## src/rtl/if_fetch_unit.sv

```systemverilog
// if_fetch_unit: MIPS IF stage owning the PC, the ROM interface and the IF/ID register
module if_fetch_unit #(
  parameter logic [31:0] RESET_PC = 32'h00000000
) (
  input  logic        clk,
  input  logic        rst,
  input  logic [5:0]  stall,
  input  logic        flush,
  input  logic [31:0] new_pc,
  input  logic        branch_flag_i,
  input  logic [31:0] branch_target_address_i,
  input  logic [31:0] rom_inst_i,
  output logic        rom_ce_o,
  output logic [31:0] rom_addr_o,
  output logic [31:0] id_pc,
  output logic [31:0] id_inst,
  output logic [31:0] fetch_count_o
);
  logic [31:0] next_pc;
  logic        load;
  logic        bubble;
  logic        unused_bits;
  assign unused_bits = ^{stall[5:3], new_pc[1:0], branch_target_address_i[1:0]};
  // Next PC: flush beats stall, stall beats branch; the first fetch after reset always starts at RESET_PC
  always_comb begin
    next_pc = !rom_ce_o      ? RESET_PC :
              flush          ? {new_pc[31:2], 2'b00} :
              stall[0]       ? rom_addr_o :
              branch_flag_i  ? {branch_target_address_i[31:2], 2'b00} :
                               rom_addr_o + 32'd4;
    bubble  = flush || (stall[1] && !stall[2]);
    load    = !flush && !stall[1];
  end
  // Chip enable lags reset by one edge so the ROM sees a clean RESET_PC before the first read
  always_ff @(posedge clk) begin
    rom_ce_o   <= !rst;
    rom_addr_o <= rst ? RESET_PC : next_pc;
  end
  // IF/ID register: bubbles on flush or when only IF/ID stalls, holds when ID stalls too
  always_ff @(posedge clk) begin
    if (rst) begin
      id_pc         <= '0;
      id_inst       <= '0;
      fetch_count_o <= '0;
    end else if (bubble) begin
      id_pc   <= '0;
      id_inst <= '0;
    end else if (load) begin
      id_pc         <= rom_addr_o;
      id_inst       <= rom_ce_o ? rom_inst_i : '0;
      fetch_count_o <= fetch_count_o + {31'd0, rom_ce_o};
    end
  end
endmodule

```

## config.mk

```make
export PLATFORM = sky130hd
export DESIGN_NAME = if_fetch_unit
export DESIGN_NICKNAME = d
export VERILOG_FILES = /design/src/rtl/if_fetch_unit.sv
export SDC_FILE = /design/constraint.sdc
export NUM_CORES = 1
export LEC_CHECK = 0
export ABC_AREA = 1
export CAP_MARGIN = 20
export CORE_AREA = 2 2 102 153
export DETAILED_ROUTE_END_ITERATION = 8
export DIE_AREA = 0 0 104 155
export HOLD_SLACK_MARGIN = 0.08
export PLACE_DENSITY_LB_ADDON = 0.25
export SYNTH_ARGS = -nofsm -noshare
export SYNTH_HDL_FRONTEND = slang
export SYNTH_SLANG_ARGS = --single-unit
```

## constraint.sdc

```tcl
create_clock -name clk -period 2.05 [get_ports clk]
set_input_delay 0.3075 -clock clk [delete_from_list [all_inputs] [get_ports clk]]
set_output_delay 0.3075 -clock clk [all_outputs]
set_load 0.01 [all_outputs]
```

==> results of run 1 <==
worst max-delay path, cell delays in order (launching register included):
cell and delay [ps]:
dfxtp_1 360, buf_6 280, clkdlybuf4s50_1 590
through the flow:
stage / utilization [%] / cell area, sq um / setup TNS, ps / power [mW] / hold slack (ps)
2_1_floorplan: - / 6560 / 0 / 2.95 / 468
5_1_grt: 65.9 / 9800 / 0 / 6.79 / 469
3_5_place_dp: 61.7 / 9170 / -273 / 3.36 / 454
4_1_cts: 65.9 / 9790 / 0 / 6.59 / 458
3_3_place_gp: 61.7 / 9170 / -38.7 / 3.36 / 450
6_report: 65.9 / 9800 / 0 / 6.53 / 460
worst max-delay path by stage:
stage,cells past startpoint,endpoint,start
floorplan,11,fetch_count_o[30],rom_ce_o
global route,2,rom_ce_o,rom_ce_o
detailed placement,8,rom_addr_o[15],flush
finish,2,rom_ce_o,rom_ce_o
CTS,2,rom_ce_o,rom_ce_o
global placement,8,rom_addr_o[17],flush
flip-flops by register name, summed over array words and instances (netlist names):
register       count
fetch_count_o     32
id_inst           32
id_pc             32
rom_addr_o        32
rom_ce_o           1
Yosys cell counts, types with 2 or more instances:
cell	instances
o21ai_0	76
nand2_1	269
a31oi_1	9
nand4_1	7
nor2_2	6
nor2_4	6
inv_1	92
dfxtp_1	129
a21oi_1	101
nand3_1	75
buf_2	11
inv_2	2
xor2_1	11
nor3_1	4
nand3b_1	4
ha_1	3
nand2_4	2
nor2_1	170
o21ai_1	5
clkbuf_1	34
nand2_2	3
power by group through the flow:
stage	clock, mW	sequential (mW)	combinational [mW]
floorplan	0	2.67	0.279
global placement	0	2.65	0.704
detailed placement	0	2.66	0.709
CTS	3.28	2.60	0.713
global route	3.41	2.61	0.778
finish	3.22	2.60	0.712
placed cells by master (no fill, tap or decap), drive strengths merged, types with 3 or more instances in the layout:
cell type / instances
ha: 3
clkdlybuf4s50: 227
clkbuf: 18
clkinvlp: 4
buf: 27
nand4: 7
inv: 95
a31oi: 9
dfxtp: 129
nor3: 4
a21oi: 101
nor2: 182
xor2: 11
o21ai: 81
clkinv: 6
bufinv: 4
nand2: 274
nand3b: 4
nand3: 76
cell type report:
cell class	count	area, sq um	share of cell area (%)
clock buffers	18	439	4.48
clock inverters	13	186	1.90
inverters	96	362	3.69
multi-input cells	758	3430	35.0
flip-flops and latches	129	2580	26.4
well taps	199	249	2.54
repair buffers	254	2550	26.1
logic make-up (layout without fill, tap and decap cells):
kind of cell / Yosys count / after routing / synth area share (%)
and+or+nand+nor: 549 / 549 / 34.9
AOI/OAI and AO/OA: 194 / 194 / 15.1
buffers and inverters: 142 / 381 / 8.47
DFF: 129 / 129 / 39.4
xor gates and xnor gates: 12 / 12 / 1.60
adders and majority gates: 3 / 3 / 0.572
layer usage:
layer  global-route usage (%)  share of wire (%)  wire length (microns)
met1                     28.2                 38                   8370
met2                     49.9                 52                  11400
met3                     6.28                5.6                   1220
met4                     14.2                4.5                    992
met5                        0                  0                      0
==> results.py, run 1 <==
metrics = {
    "power": {
        "peakVddDrop_mv": 0.480,
        "powerDensity_nw_per_um2": 667,
        "pwr-share-clk_pct": 49.3,
        "cellLeakagePower_nw": 3.44,
        "p_switching_mw": 1.55,
        "seq_power_share_pct": 39.8,
        "comb_power_share_pct": 10.9,
        "switching_share_pct": 23.7,
        "power.internal_mw": 4.99,
    },
    "clock_network": {
        "cts_tree": "done",
        "cts_hold_buf": 0,
        "clk_pin_slew_ps": 60,
        "clock-sinks": 129,
        "clockRootBuffer": "clkbuf_16",
        "insertion_delay_ps": 410,
        "post_cts_resized": 0,
        "htreeDepth": 4,
        "cts_setup_buffers": 0,
        "numCtsBuffers": 17,
        "clk_path_buf_depth": 2,
    },
    "die": {
        "ios": 235,
        "core_area_sq_um": 14900,
        "die_w_microns": 104,
        "start_util_pct": 44.1,
        "die-height_microns": 155,
        "num_rows": 55,
        "dieArea_sq_um": 16100,
    },
    "global_route": {
        "grt_max_degree": 79,
        "grt_overflow": 0,
        "grt_pass1_vias": 7095,
        "grt_pass1_wl_microns": 34900,
        "antenna_found_initial": 0,
        "track_usage_pct": 27.0,
    },
    "place": {
        "gp_congestion": 0.966,
        "dp_worst_setup_slack_ps": -41.0,
        "placedCellCount": 1436,
        "io_buffer_count": 227,
        "dp_hpwl_microns": 15900,
    },
    "setup_path": {
        "r2r-end": "fetch_count_o[30]",
        "cp.required_ps": 1740,
        "arrival_ps": 1640,
        "end_kind": "primary output",
        "r2r_setup_slack_ps": 190,
        "start_kind": "flop",
        "r2r_cells": 11,
        "critPathMaxFanout": 35,
        "critPathKind": "reg -> out",
        "r2r_start": "rom_ce_o",
    },
    "logic_synthesis": {
        "synth.top_cell.area_share_pct": 39.4,
        "synth_top_area_cell": "dfxtp_1",
        "synthesis.area_sq_um": 6560,
        "synth_seq_cells": 129,
        "synth_edf_count": 0,
        "yosys_warnings": 0,
        "syn_inst": 1029,
        "netlist_top_cells_area": "dfxtp_1 (39%), nand2_1 (15%), nor2_1 (9.7%)",
        "syn_nets": 1138,
        "async_flop_share_pct": 0,
        "ys_types": 31,
        "ys_seq_area_share_pct": 39.4,
        "syn_area_per_cell_sq_um": 6.37,
        "synthFlopType": "dfxtp_1",
    },
    "layout": {
        "nNetsFinal": 1365,
        "diodes": 0,
        "area_delta_synth_final_pct": 49.5,
        "fin_cells": 1467,
        "fillers": 1355,
        "layout-drive-gt1-share_pct": 6.47,
    },
    "sta": {
        "setup_violations": 0,
        "skew_ps": 9.10,
        "layout_setup_ws_ps": 101,
        "fin_crit_sh_pct": 95.1,
        "slew_headroom_pct": 63.8,
        "drv_slew": 0,
        "clock.fmax_mhz": 513,
        "worst_pin_slew_ps": 542,
        "hold_violations": 0,
        "min_period_ps": 1950,
        "rsz0062_at_grt": "no",
    },
    "route": {
        "via_count": 7423,
        "avgRoutedWirePerCell_microns": 15.0,
        "first_pass_iters": 4,
        "drtIter0Drc": 336,
        "ant_nets": 0,
        "drc": 0,
        "vias_per_cell": 5.06,
        "drt-total-wl_microns": 21900,
    },
    "worst_hold_path": {
        "worstHoldStart": "rom_addr_o[0]",
        "whs_path_depth": 2,
        "hp-class": "reg -> reg",
        "hold_path_end": "rom_addr_o[0]",
    },
    "job": {
        "max-cap-violations": 0,
    },
    "status": {
        "status": "finished, final reports clean",
    },
}
(Power assumes the default switching activity.)
==> inputs of run 2 (changes only) <==
Settings changed: HOLD_SLACK_MARGIN 0.08 to 0.03.
==> results of run 2 <==
Same layout as run 1: the final DEF is identical, and so are final timing and power.
==> inputs of run 3 (changes only) <==
Settings changed: SLEW_MARGIN set to 20.
==> results of run 3 <==
Same layout as run 1: the final DEF is identical, and so are final timing and power.
